## config.mk

```make
export PLATFORM = sky130hd
export DESIGN_NAME = execute_stage_unit_flat
export DESIGN_NICKNAME = d
export VERILOG_FILES = /design/src/rtl/execute_stage_unit_if.sv /design/src/rtl/execute_stage_unit.sv /design/src/flat_wrapper.sv
export SDC_FILE = /design/constraint.sdc
export NUM_CORES = 2
export LEC_CHECK = 0
export CORE_ASPECT_RATIO = 1.4
export CORE_MARGIN = 8
export CORE_UTILIZATION = 40
export CTS_CLUSTER_SIZE = 16
export DETAILED_ROUTE_END_ITERATION = 8
export PLACE_DENSITY = 0.65
export SLEW_MARGIN = 20
export SYNTH_ARGS = -nofsm -noshare
export SYNTH_HDL_FRONTEND = slang
export SYNTH_SLANG_ARGS = --single-unit
```

## constraint.sdc

```tcl
create_clock -name clock -period 9.6 [get_ports clock]
set_clock_uncertainty 0.05 [all_clocks]
set_input_delay 1.92 -clock clock [delete_from_list [all_inputs] [get_ports clock]]
set_output_delay 1.92 -clock clock [all_outputs]
set_load 0.02 [all_outputs]
```

## src/rtl/execute_stage_unit_if.sv

```systemverilog
// Execute stage bus: groups every execute-stage signal except clock and reset.
//   Inputs to the stage : flush, pc, readData1, readData2, immediateValue,
//                         func3, func7, pcUpdate, aluSrc1, aluSrc2,
//                         aluOperation, pcAdderSrc
//   Outputs of the stage: aluResult, storeData, branchTarget, branchTaken, stall
// master = the pipeline side that drives the decoded instruction,
// slave  = the execute stage itself.
interface execute_stage_unit_if;
  logic        flush;
  logic [31:0] pc;
  logic [31:0] readData1;
  logic [31:0] readData2;
  logic [31:0] immediateValue;
  logic [2:0]  func3;
  logic [6:0]  func7;
  logic        pcUpdate;
  logic [1:0]  aluSrc1;
  logic [1:0]  aluSrc2;
  logic [2:0]  aluOperation;
  logic        pcAdderSrc;
  logic [31:0] aluResult;
  logic [31:0] storeData;
  logic [31:0] branchTarget;
  logic        branchTaken;
  logic        stall;

  modport master (
    output flush, pc, readData1, readData2, immediateValue, func3, func7,
           pcUpdate, aluSrc1, aluSrc2, aluOperation, pcAdderSrc,
    input  aluResult, storeData, branchTarget, branchTaken, stall
  );

  modport slave (
    input  flush, pc, readData1, readData2, immediateValue, func3, func7,
           pcUpdate, aluSrc1, aluSrc2, aluOperation, pcAdderSrc,
    output aluResult, storeData, branchTarget, branchTaken, stall
  );
endinterface

```

## src/rtl/execute_stage_unit.sv

```systemverilog
// Execute stage of the RV32IM pipeline.
//   clock : rising-edge clock
//   reset : synchronous, active-high; forces every output to 0 while high
//   bus   : execute_stage_unit_if.slave carrying the decoded instruction
//           (operands, control) in and aluResult/storeData/branchTarget/
//           branchTaken/stall out.
// Plain ALU, branch compare and target generation are combinational. RV32M
// ops run on an iterative unit (32 shift-add or restoring-subtract steps on
// operand magnitudes, sign fixed up at the end) that stalls upstream while busy.
module execute_stage_unit #(
  parameter bit ENABLE_MULDIV    = 1'b1,
  parameter bit FAST_DIV_BY_ZERO = 1'b1
) (
  input logic                  clock,
  input logic                  reset,
  execute_stage_unit_if.slave  bus
);

  typedef enum logic [1:0] {IDLE, BUSY, DONE} state_t;

  state_t      state;
  state_t      stateNext;
  logic [4:0]  counter;
  logic [2:0]  opFunc3;
  logic [31:0] operand;
  logic [31:0] accHi;
  logic [31:0] accLo;
  logic        signA;
  logic        signB;

  logic [31:0] src1;
  logic [31:0] src2;
  logic [4:0]  shamt;
  logic        altFunc;
  logic [31:0] aluValue;
  logic        branchCond;
  logic        isMOp;
  logic        issue;
  logic        signedA;
  logic        signedB;
  logic        negA;
  logic        negB;
  logic [31:0] absA;
  logic [31:0] absB;
  logic        divByZero;
  logic [32:0] mulSum;
  logic [32:0] divShifted;
  logic [32:0] divDiff;
  logic [63:0] product;
  logic [31:0] quotient;
  logic [31:0] remainder;
  logic [31:0] mulDivResult;

  // Operand multiplexers feeding the ALU and the branch comparator.
  always_comb begin
    src1 = '0;
    src2 = 32'd4;
    case (bus.aluSrc1)
      2'b00:   src1 = bus.readData1;
      2'b01:   src1 = bus.pc;
      default: src1 = '0;
    endcase
    case (bus.aluSrc2)
      2'b00:   src2 = bus.readData2;
      2'b01:   src2 = bus.immediateValue;
      default: src2 = 32'd4;
    endcase
  end

  assign shamt = src2[4:0];

  // Single-cycle ALU. func7[5] means SUB/SRA for R-type but only SRAI for
  // I-type, since an I-type ADDI carries immediate bits in that position.
  always_comb begin
    aluValue = src1 + src2;
    altFunc  = 1'b0;
    case (bus.aluOperation)
      3'b001, 3'b010: begin
        altFunc = bus.func7[5] &&
                  ((bus.aluOperation == 3'b001) || (bus.func3 == 3'b101));
        case (bus.func3)
          3'b000:  aluValue = altFunc ? (src1 - src2) : (src1 + src2);
          3'b001:  aluValue = src1 << shamt;
          3'b010:  aluValue = {31'b0, $signed(src1) < $signed(src2)};
          3'b011:  aluValue = {31'b0, src1 < src2};
          3'b100:  aluValue = src1 ^ src2;
          3'b101:  aluValue = altFunc ? $unsigned($signed(src1) >>> shamt)
                                      : (src1 >> shamt);
          3'b110:  aluValue = src1 | src2;
          default: aluValue = src1 & src2;
        endcase
      end
      3'b100:  aluValue = src2;
      default: aluValue = src1 + src2;
    endcase
  end

  // Conditional branch compare; the two reserved func3 codes never branch.
  always_comb begin
    branchCond = 1'b0;
    case (bus.func3)
      3'b000:  branchCond = (src1 == src2);
      3'b001:  branchCond = (src1 != src2);
      3'b100:  branchCond = ($signed(src1) <  $signed(src2));
      3'b101:  branchCond = ($signed(src1) >= $signed(src2));
      3'b110:  branchCond = (src1 <  src2);
      3'b111:  branchCond = (src1 >= src2);
      default: branchCond = 1'b0;
    endcase
  end

  assign isMOp = (bus.aluOperation == 3'b001) && (bus.func7 == 7'b0000001);
  assign issue = ENABLE_MULDIV && (state == IDLE) && isMOp && !bus.flush;

  // Operand signedness by M-op: MUL/MULH/DIV/REM are signed on both sides,
  // MULHSU only on rs1, the U variants on neither.
  always_comb begin
    signedA = 1'b0;
    signedB = 1'b0;
    case (bus.func3)
      3'b000, 3'b001, 3'b100, 3'b110: begin
        signedA = 1'b1;
        signedB = 1'b1;
      end
      3'b010:  signedA = 1'b1;
      default: ;
    endcase
  end

  assign negA      = signedA && bus.readData1[31];
  assign negB      = signedB && bus.readData2[31];
  assign absA      = negA ? (32'd0 - bus.readData1) : bus.readData1;
  assign absB      = negB ? (32'd0 - bus.readData2) : bus.readData2;
  assign divByZero = bus.func3[2] && (bus.readData2 == 32'd0);

  // One iteration step: accLo holds the multiplier (shifted out LSB first)
  // or the dividend (shifted out MSB first, quotient bits shifted in).
  assign mulSum     = {1'b0, accHi} + (accLo[0] ? {1'b0, operand} : 33'd0);
  assign divShifted = {accHi, accLo[31]};
  assign divDiff    = divShifted - {1'b0, operand};

  // State register.
  always_ff @(posedge clock) begin
    if (reset) begin
      state <= IDLE;
    end else begin
      state <= stateNext;
    end
  end

  // Next state; flush overrides any advance.
  always_comb begin
    stateNext = state;
    case (state)
      IDLE: begin
        if (issue) begin
          stateNext = (divByZero && FAST_DIV_BY_ZERO) ? DONE : BUSY;
        end
      end
      BUSY: begin
        if (counter == 5'd31) begin
          stateNext = DONE;
        end
      end
      default: stateNext = IDLE;
    endcase
    if (bus.flush) begin
      stateNext = IDLE;
    end
  end

  // Mul/div datapath. For a zero divisor signB is forced equal to signA, so
  // the all-ones quotient stays positive and the remainder regains the
  // dividend's sign; this gives the architectural result on both the fast
  // path and the iterated path with no extra special casing at the output.
  always_ff @(posedge clock) begin
    if (reset) begin
      counter <= '0;
      opFunc3 <= '0;
      operand <= '0;
      accHi   <= '0;
      accLo   <= '0;
      signA   <= 1'b0;
      signB   <= 1'b0;
    end else if (issue) begin
      counter <= '0;
      opFunc3 <= bus.func3;
      signA   <= negA;
      signB   <= divByZero ? negA : negB;
      if (bus.func3[2]) begin
        operand <= absB;
        if (divByZero && FAST_DIV_BY_ZERO) begin
          accHi <= absA;
          accLo <= '1;
        end else begin
          accHi <= '0;
          accLo <= absA;
        end
      end else begin
        operand <= absA;
        accHi   <= '0;
        accLo   <= absB;
      end
    end else if ((state == BUSY) && !bus.flush) begin
      counter <= counter + 5'd1;
      if (opFunc3[2]) begin
        accHi <= divDiff[32] ? divShifted[31:0] : divDiff[31:0];
        accLo <= {accLo[30:0], ~divDiff[32]};
      end else begin
        accHi <= mulSum[32:1];
        accLo <= {mulSum[0], accLo[31:1]};
      end
    end
  end

  // Sign correction of the finished magnitudes.
  always_comb begin
    product      = (signA ^ signB) ? (64'd0 - {accHi, accLo}) : {accHi, accLo};
    quotient     = (signA ^ signB) ? (32'd0 - accLo) : accLo;
    remainder    = signA ? (32'd0 - accHi) : accHi;
    mulDivResult = product[31:0];
    case (opFunc3)
      3'b000:                 mulDivResult = product[31:0];
      3'b001, 3'b010, 3'b011: mulDivResult = product[63:32];
      3'b100, 3'b101:         mulDivResult = quotient;
      default:                mulDivResult = remainder;
    endcase
  end

  // Outputs, all held at zero during reset. An M op that is not yet done
  // (or any M op when the unit is disabled) reads as 0.
  always_comb begin
    bus.aluResult    = '0;
    bus.storeData    = '0;
    bus.branchTarget = '0;
    bus.branchTaken  = 1'b0;
    bus.stall        = 1'b0;
    if (!reset) begin
      bus.storeData    = bus.readData2;
      bus.branchTarget = bus.pcAdderSrc
                         ? ((bus.readData1 + bus.immediateValue) & ~32'd1)
                         : (bus.pc + bus.immediateValue);
      bus.branchTaken  = bus.pcUpdate &&
                         ((bus.aluOperation == 3'b011) ? branchCond : 1'b1);
      bus.stall        = !bus.flush &&
                         ((state == BUSY) ||
                          ((state == IDLE) && isMOp && ENABLE_MULDIV));
      if (state == DONE) begin
        bus.aluResult = mulDivResult;
      end else if (!isMOp) begin
        bus.aluResult = aluValue;
      end
    end
  end

endmodule

```

## src/flat_wrapper.sv

```systemverilog
// flat-port wrapper written by rule: the top's interface ports become plain ports
module execute_stage_unit_flat 
#(
  parameter bit ENABLE_MULDIV    = 1'b1,
  parameter bit FAST_DIV_BY_ZERO = 1'b1
)
  (clock, reset, bus_flush, bus_pc, bus_readData1, bus_readData2, bus_immediateValue, bus_func3, bus_func7, bus_pcUpdate, bus_aluSrc1, bus_aluSrc2, bus_aluOperation, bus_pcAdderSrc, bus_aluResult, bus_storeData, bus_branchTarget, bus_branchTaken, bus_stall);
  execute_stage_unit_if bus_i ();
  input logic clock;
  input logic reset;
  input wire logic [$bits(bus_i.flush)-1:0] bus_flush;
  input wire logic [$bits(bus_i.pc)-1:0] bus_pc;
  input wire logic [$bits(bus_i.readData1)-1:0] bus_readData1;
  input wire logic [$bits(bus_i.readData2)-1:0] bus_readData2;
  input wire logic [$bits(bus_i.immediateValue)-1:0] bus_immediateValue;
  input wire logic [$bits(bus_i.func3)-1:0] bus_func3;
  input wire logic [$bits(bus_i.func7)-1:0] bus_func7;
  input wire logic [$bits(bus_i.pcUpdate)-1:0] bus_pcUpdate;
  input wire logic [$bits(bus_i.aluSrc1)-1:0] bus_aluSrc1;
  input wire logic [$bits(bus_i.aluSrc2)-1:0] bus_aluSrc2;
  input wire logic [$bits(bus_i.aluOperation)-1:0] bus_aluOperation;
  input wire logic [$bits(bus_i.pcAdderSrc)-1:0] bus_pcAdderSrc;
  output wire logic [$bits(bus_i.aluResult)-1:0] bus_aluResult;
  output wire logic [$bits(bus_i.storeData)-1:0] bus_storeData;
  output wire logic [$bits(bus_i.branchTarget)-1:0] bus_branchTarget;
  output wire logic [$bits(bus_i.branchTaken)-1:0] bus_branchTaken;
  output wire logic [$bits(bus_i.stall)-1:0] bus_stall;
  assign bus_i.flush = bus_flush;
  assign bus_i.pc = bus_pc;
  assign bus_i.readData1 = bus_readData1;
  assign bus_i.readData2 = bus_readData2;
  assign bus_i.immediateValue = bus_immediateValue;
  assign bus_i.func3 = bus_func3;
  assign bus_i.func7 = bus_func7;
  assign bus_i.pcUpdate = bus_pcUpdate;
  assign bus_i.aluSrc1 = bus_aluSrc1;
  assign bus_i.aluSrc2 = bus_aluSrc2;
  assign bus_i.aluOperation = bus_aluOperation;
  assign bus_i.pcAdderSrc = bus_pcAdderSrc;
  assign bus_aluResult = bus_i.aluResult;
  assign bus_storeData = bus_i.storeData;
  assign bus_branchTarget = bus_i.branchTarget;
  assign bus_branchTaken = bus_i.branchTaken;
  assign bus_stall = bus_i.stall;
  execute_stage_unit #(.ENABLE_MULDIV(ENABLE_MULDIV), .FAST_DIV_BY_ZERO(FAST_DIV_BY_ZERO)) u_core (.clock(clock), .reset(reset), .bus(bus_i));
endmodule
```

# Yosys cells after proc, flatten, opt, wreduce, memory -nomap -nowiden
# Cells that the tools add are included.
dict set report word_totals {
  regBits 108
  inputBits 150
  output_inout_bits 98
  wordCells 128
}
dict set report classes {
  addsub 12
  order_cmp 4
  eq_ne 26
  n_shift 3
  n_mux 42
  n_bitwise 5
  n_reduce_logical 28
}
# operator n
set ops {}
lappend ops {{2-to-1 mux 32 bit} 25}
lappend ops {{one-hot mux 32 bit (7 select lines)} 1}
lappend ops {{one-hot mux 32 bit (2 select lines)} 3}
lappend ops {{subtractor 1 x 32 -> 32 bit (first input constant)} 4}
lappend ops {{adder 32 bit} 3}
lappend ops {{one-hot mux 32 bit (3 select lines)} 1}
lappend ops {{>= comparator 32 bit} 2}
lappend ops {{< comparator 32 bit} 2}
lappend ops {{2-to-1 mux 64 bit} 1}
lappend ops {{subtractor 1 x 64 -> 64 bit (first input constant)} 1}
lappend ops {{adder 32 x 33 -> 33 bit} 1}
lappend ops {{subtractor 33 x 32 -> 33 bit} 1}
lappend ops {{bitwise AND 32 bit} 1}
lappend ops {{== test 32 bit} 1}
lappend ops {{logical NOT 32 bit} 1}
lappend ops {{inequality test 32 bit} 1}
lappend ops {{bitwise OR 32 bit} 1}
lappend ops {{<< shifter 32 x 5 -> 32 bit} 1}
lappend ops {{>> shifter 32 x 5 -> 32 bit} 1}
lappend ops {{>>> shifter 32 x 5 -> 32 bit} 1}
lappend ops {{subtractor 32 bit} 1}
lappend ops {{bitwise XOR 32 bit} 1}
lappend ops {{== test 3 bit (second input constant)} 7}
lappend ops {{== test 3 x 2 -> 1 bit (second input constant)} 6}
lappend ops {{other kinds (24)} 52}

# Longest topological paths before layout
dict set report depth {
  word_depth 9
  ltp_mapped 20
  ltp_nobuf 16
}

# Worst setup path before layout
# OpenSTA, ideal clock, no wires.
dict set report synth_path {
  path_kind {in2out}
  from {in bus_aluSrc2[0]}
  to {out bus_aluResult[27]}
  arrival_ns 7.415
  slack_ns 0.215
  path_stages 19
  n_path_buf 7
  cell_sequence {clkbuf_1 > buf_1 > mux2i_1 > nor2b_1 > buf_2 > buf_1 > clkbuf_1 > clkbuf_1 > ha_1 > clkbuf_1 > o2111ai_1 > a2111oi_0 > or3_1 > a2111o_1 > a311oi_1 > a2111oi_0 > a31oi_1 > nor3_1 > a2111oi_0}
}
dict set report synth_between {
  elab_chain_cells 9
}
# item line_no
set synth_lines {}
lappend synth_lines {{from (decl)} flat_wrapper.sv:20} ;# input wire logic [$bits(bus_i.aluSrc2)-1:0] bus_aluSrc2;
lappend synth_lines {{== test 2 x 1 -> 1 bit / logical NOT 2 bit (equally long branches)} execute_stage_unit.sv:63} ;# case (bus.aluSrc2)
lappend synth_lines {{one-hot mux 32 bit (2 select lines) *} execute_stage_unit.sv:63}
lappend synth_lines {{adder 32 bit (tied with other cells)} {execute_stage_unit.sv:82, execute_stage_unit.sv:94}}
lappend synth_lines {{2-to-1 mux 32 bit, on equally long branches} {execute_stage_unit.sv:82, execute_stage_unit.sv:87}}
lappend synth_lines {{one-hot mux 32 bit (7 select lines)} execute_stage_unit.sv:81} ;# case (bus.func3)
lappend synth_lines {{one-hot mux 32 bit (2 select lines) *} execute_stage_unit.sv:77} ;# case (bus.aluOperation)
lappend synth_lines {{2-to-1 mux 32 bit *} execute_stage_unit.sv:250} ;# end else if (!isMOp) begin
lappend synth_lines {{2-to-1 mux 32 bit *} execute_stage_unit.sv:248} ;# if (state == DONE) begin
lappend synth_lines {{2-to-1 mux 32 bit *} execute_stage_unit.sv:238} ;# if (!reset) begin
lappend synth_lines {{to (decl)} flat_wrapper.sv:23} ;# output wire logic [$bits(bus_i.aluResult)-1:0] bus_aluResult;
# Every way passes the cells marked *; elsewhere a longest branch is shown, timed or not.

# Worst setup path after layout
dict set report layout_path {
  from {in bus_aluSrc1[0]}
  to {out bus_aluResult[0]}
}
dict set report layout_between {
  elab_chain_cells 9
}
# item line_no
set layout_lines {}
lappend layout_lines {{from (decl)} flat_wrapper.sv:19} ;# input wire logic [$bits(bus_i.aluSrc1)-1:0] bus_aluSrc1;
lappend layout_lines {{== test 2 x 1 -> 1 bit / logical NOT 2 bit (equally long branches)} execute_stage_unit.sv:58} ;# case (bus.aluSrc1)
lappend layout_lines {{one-hot mux 32 bit (2 select lines) *} execute_stage_unit.sv:58}
lappend layout_lines {{adder 32 bit (tied with other cells)} {execute_stage_unit.sv:82, execute_stage_unit.sv:94}}
lappend layout_lines {{2-to-1 mux 32 bit, on equally long branches} {execute_stage_unit.sv:82, execute_stage_unit.sv:87}}
lappend layout_lines {{one-hot mux 32 bit (7 select lines)} execute_stage_unit.sv:81}
lappend layout_lines {{one-hot mux 32 bit (2 select lines) *} execute_stage_unit.sv:77}
lappend layout_lines {{2-to-1 mux 32 bit *} execute_stage_unit.sv:250}
lappend layout_lines {{2-to-1 mux 32 bit *} execute_stage_unit.sv:248}
lappend layout_lines {{2-to-1 mux 32 bit *} execute_stage_unit.sv:238}
# Marks and branches as above.

==> reports/results.tsv <==
stage	metric	value	unit
run_status	status	finished clean	
cells_and_area	stdcell_count	5158	
cells_and_area	layout.cells.most_common	a21oi_1	
place	numPlacedInstances	5135	
clock_tree	clk_pin_slew	80	ps
worst_setup_path	worstSetupPathType	primary input to primary output	
place	gp_routability_congestion	1.08	
yosys	synth-edff-count	0	
global_route	grt_antenna_before_repair	8	
yosys	syn_area	27500	µm²
die	num_rows	114	
yosys	synthesis.nets	4467	
cells_and_area	drive_above_1_share	7.51	%
clock_tree	hold_buffers	0	
yosys	synth.distinct_cells	90	
timing	period_minus_slack	9450	ps
detailed_routing	wl_met3	16600	µm
timing	hold_viol_final	0	
worst_setup_path	required	7630	ps
worst_setup_path	worst_setup_path_start_kind	primary input	
detailed_routing	wl_per_cell	33.5	µm
detailed_routing	drt_iter0_markers	4321	
clock_tree	cts_sinks	108	
power	ir_drop	0.0618	mV
timing	worst_slew_pin_slew	1270	ps
yosys	ys_async_sr_fraction	0	%
worst_setup_path	critPathArrivalTime	7480	ps
detailed_routing	vias_per_cell	6.76	
global_route	grt_max_degree	112	
timing	fmax	0.106	GHz
detailed_routing	wl_met1	60700	µm
die	die_w	238	µm
clock_tree	cts_resized	0	
clock_tree	clk_latency	380	ps
yosys	ys_seq_area_share	7.86	%
global_route	grt_overflow_total	0	
yosys	avgSynthCellArea	6.74	µm²
detailed_routing	ant_nets	0	
cells_and_area	fillCellCount	7285	
worst_setup_path	cpMostUsedCell	buf_4	
timing	fin_ws	151	ps
timing	finalSetupViolations	0	
place	portBuffers	247	
global_route	grt_usage	42.2	%
worst_setup_path	cp_slowest_cell	nor2_1	
detailed_routing	highest_layer	met5	
die	die_y	326	µm
clock_tree	htree_levels	3	
yosys	ys_warn_count	0	
detailed_routing	drcViolationCount	0	
worst_setup_path	worstPathMaxFanout	24	
die	ios	248	
job	maxCapViolCount	0	
timing	rsz0062_at_grt	false	
cells_and_area	final_cell_mix	456 x a21oi_1, 411 x nor2_1, 331 x nand2_1, 254 x o21ai_0, 229 x clkdlybuf4s50_1	
detailed_routing	firstDrtPassIters	9	
timing	drv_slew	0	
cells_and_area	nNetsFinal	4602	
clock_tree	cts_setup_buffers	0	
worst_hold_path	hp-class	register to register	
yosys	netlist_instances	4083	
power	p_leak	12.8	nW
worst_setup_path	worstPathCellList	buf_2, buf_4, buf_4, mux2i_1, nor2_1, ha_1, buf_4, inv_1, a21oi_1, o21bai_1, a21oi_1, nor2_1, nor4_1, a21oi_1, a211oi_1, buf_4, a31oi_1, o221ai_1, clkdlybuf4s50_1	
die	core-area	68600	µm²
timing	holdWs	407	ps
detailed_routing	num_vias	34875	
clock_tree	numCtsBuffers	9	
timing	slew_headroom	14.8	%
worst_setup_path	worst_path_largest_cell_delay	980	ps
place	dp_hpwl	135000	µm
die	start_util	40.1	%
yosys	synth_seq_cells	108	
clock_tree	root_buffer	clkbuf_16	
yosys	synth_top_flop_cell	dfxtp_1	
power	power_density	78.6	nW/µm²
die	die_area	77500	µm²
worst_setup_path	rrSetupSlack	4280	ps
place	pre_cts_slack	381	ps
cells_and_area	area_delta_synth_final	15.3	%
detailed_routing	wirelength	173000	µm
worst_setup_path	path_buf_inv	7	
worst_setup_path	cp-end-kind	primary output	
timing	tns	0	ps
global_route	grt_first_pass_wirelength	241000	µm
timing	post-route-period-util	98.4	%
detailed_routing	wl_met2	77400	µm
worst_setup_path	path_delay_family	buffers and inverters	
global_route	grt_pass1_vias	33004	
clock_tree	cts_tree	built	
clock_tree	cts_max_path_buffers	2	
==> final cells by class <==
cell class                 instances  area [µm²]  area share (%)
clock inverter                     4        50.0           0.158
multi-input combinational       3497       23600            74.5
sequential                       108        2160            6.82
tap                              928        1160            3.66
clock buffer                      11         243           0.765
inverter                         170         638            2.01
antenna                            8        20.0          0.0631
timing repair buffer             432        3830            12.1
==> state kept, by name, indices dropped and copies added (netlist names) <==
signal	flops
u_core.accHi	32
u_core.accLo	32
u_core.operand	32
u_core.counter	5
u_core.opFunc3	3
u_core.state	2
u_core.signA	1
u_core.signB	1
==> worst reg2reg max path, delay by kind of cell (launching register included) <==
| kind | cells | cell delay (ps) |
|---|---|---|
| AOI/OAI and AO/OA | 6 | 2000 |
| adders and majority gates | 2 | 700 |
| buffers and inverters | 2 | 460 |
| DFF | 1 | 540 |
| muxes | 1 | 920 |
| and+or+nand+nor | 3 | 560 |
==> path summary, 6_finish.rpt <==
kind	endpoint	cells after the start	start
worst max-delay path	bus_aluResult[0]	19	bus_aluSrc1[0]
worst min-delay path	u_core.operand[9]	2	u_core.operand[9]
worst max register to register	u_core.accHi[29]	14	u_core.accLo[31]
worst min register to register	u_core.operand[9]	2	u_core.operand[9]
==> through the flow <==
stage / power, mW / instance area (µm²) / utilization (%)
after floorplan: 1.33 / 27500 / -
after global placement: 2.03 / 31400 / 45.7
after detailed placement: 2.02 / 31400 / 45.7
after CTS: 2.42 / 31700 / 46.2
after global routing: 2.56 / 31700 / 46.2
final: 2.49 / 31700 / 46.2
==> report_power, final <==
part           total [mW]  switching (mW)  internal, mW
Sequential          0.448        0.000525         0.448
Combinational        1.64            1.08         0.562
Clock               0.405           0.196         0.209
==> routing by layer <==
| layer | global-route usage, % | up-vias |
|---|---|---|
| met3 | 9.24 | 698 |
| li1 | - | 15319 |
| met5 | 0 | - |
| met2 | 67.7 | 2232 |
| met1 | 46.9 | 16622 |
| met4 | 36.7 | 4 |
==> Yosys cell counts, types with 19 or more instances <==
cell	number	area, µm²
a211oi_1	75	563
a21o_1	90	676
a21oi_1	457	2290
a221oi_1	22	193
a22oi_1	20	150
a31oi_1	55	344
and2_1	31	194
and3_1	33	206
buf_1	47	176
clkbuf_1	244	916
dfxtp_1	108	2160
ha_1	228	2850
inv_1	164	616
mux2_2	20	225
mux2i_1	223	2230
nand2_1	331	1240
nand2b_1	55	344
nand3_1	72	360
nand4_1	26	163
nor2_1	420	1580
nor2b_1	57	357
nor3_1	85	425
nor4_1	44	275
o211ai_1	99	743
o21a_1	34	255
o21ai_0	254	1270
o21bai_1	25	188
o221ai_1	43	377
o22ai_1	37	231
o31ai_1	39	293
or2_2	27	169
or3_1	40	250
or4_1	19	143
xnor2_1	186	1630
xor2_1	107	937
==> cells by family after synthesis <==
kind of cell / count (synthesis) / share of synthesized area (%)
AND/OR/NAND/NOR: 1280 / 22.0
adder cells (fa/ha/maj): 234 / 10.8
XOR/XNOR: 293 / 9.33
buffers and inverters: 478 / 6.64
multiplexers: 250 / 9.51
flip-flops: 108 / 7.86
AO/OA/AOI/OAI: 1440 / 33.9
(Power assumes the default switching activity.)
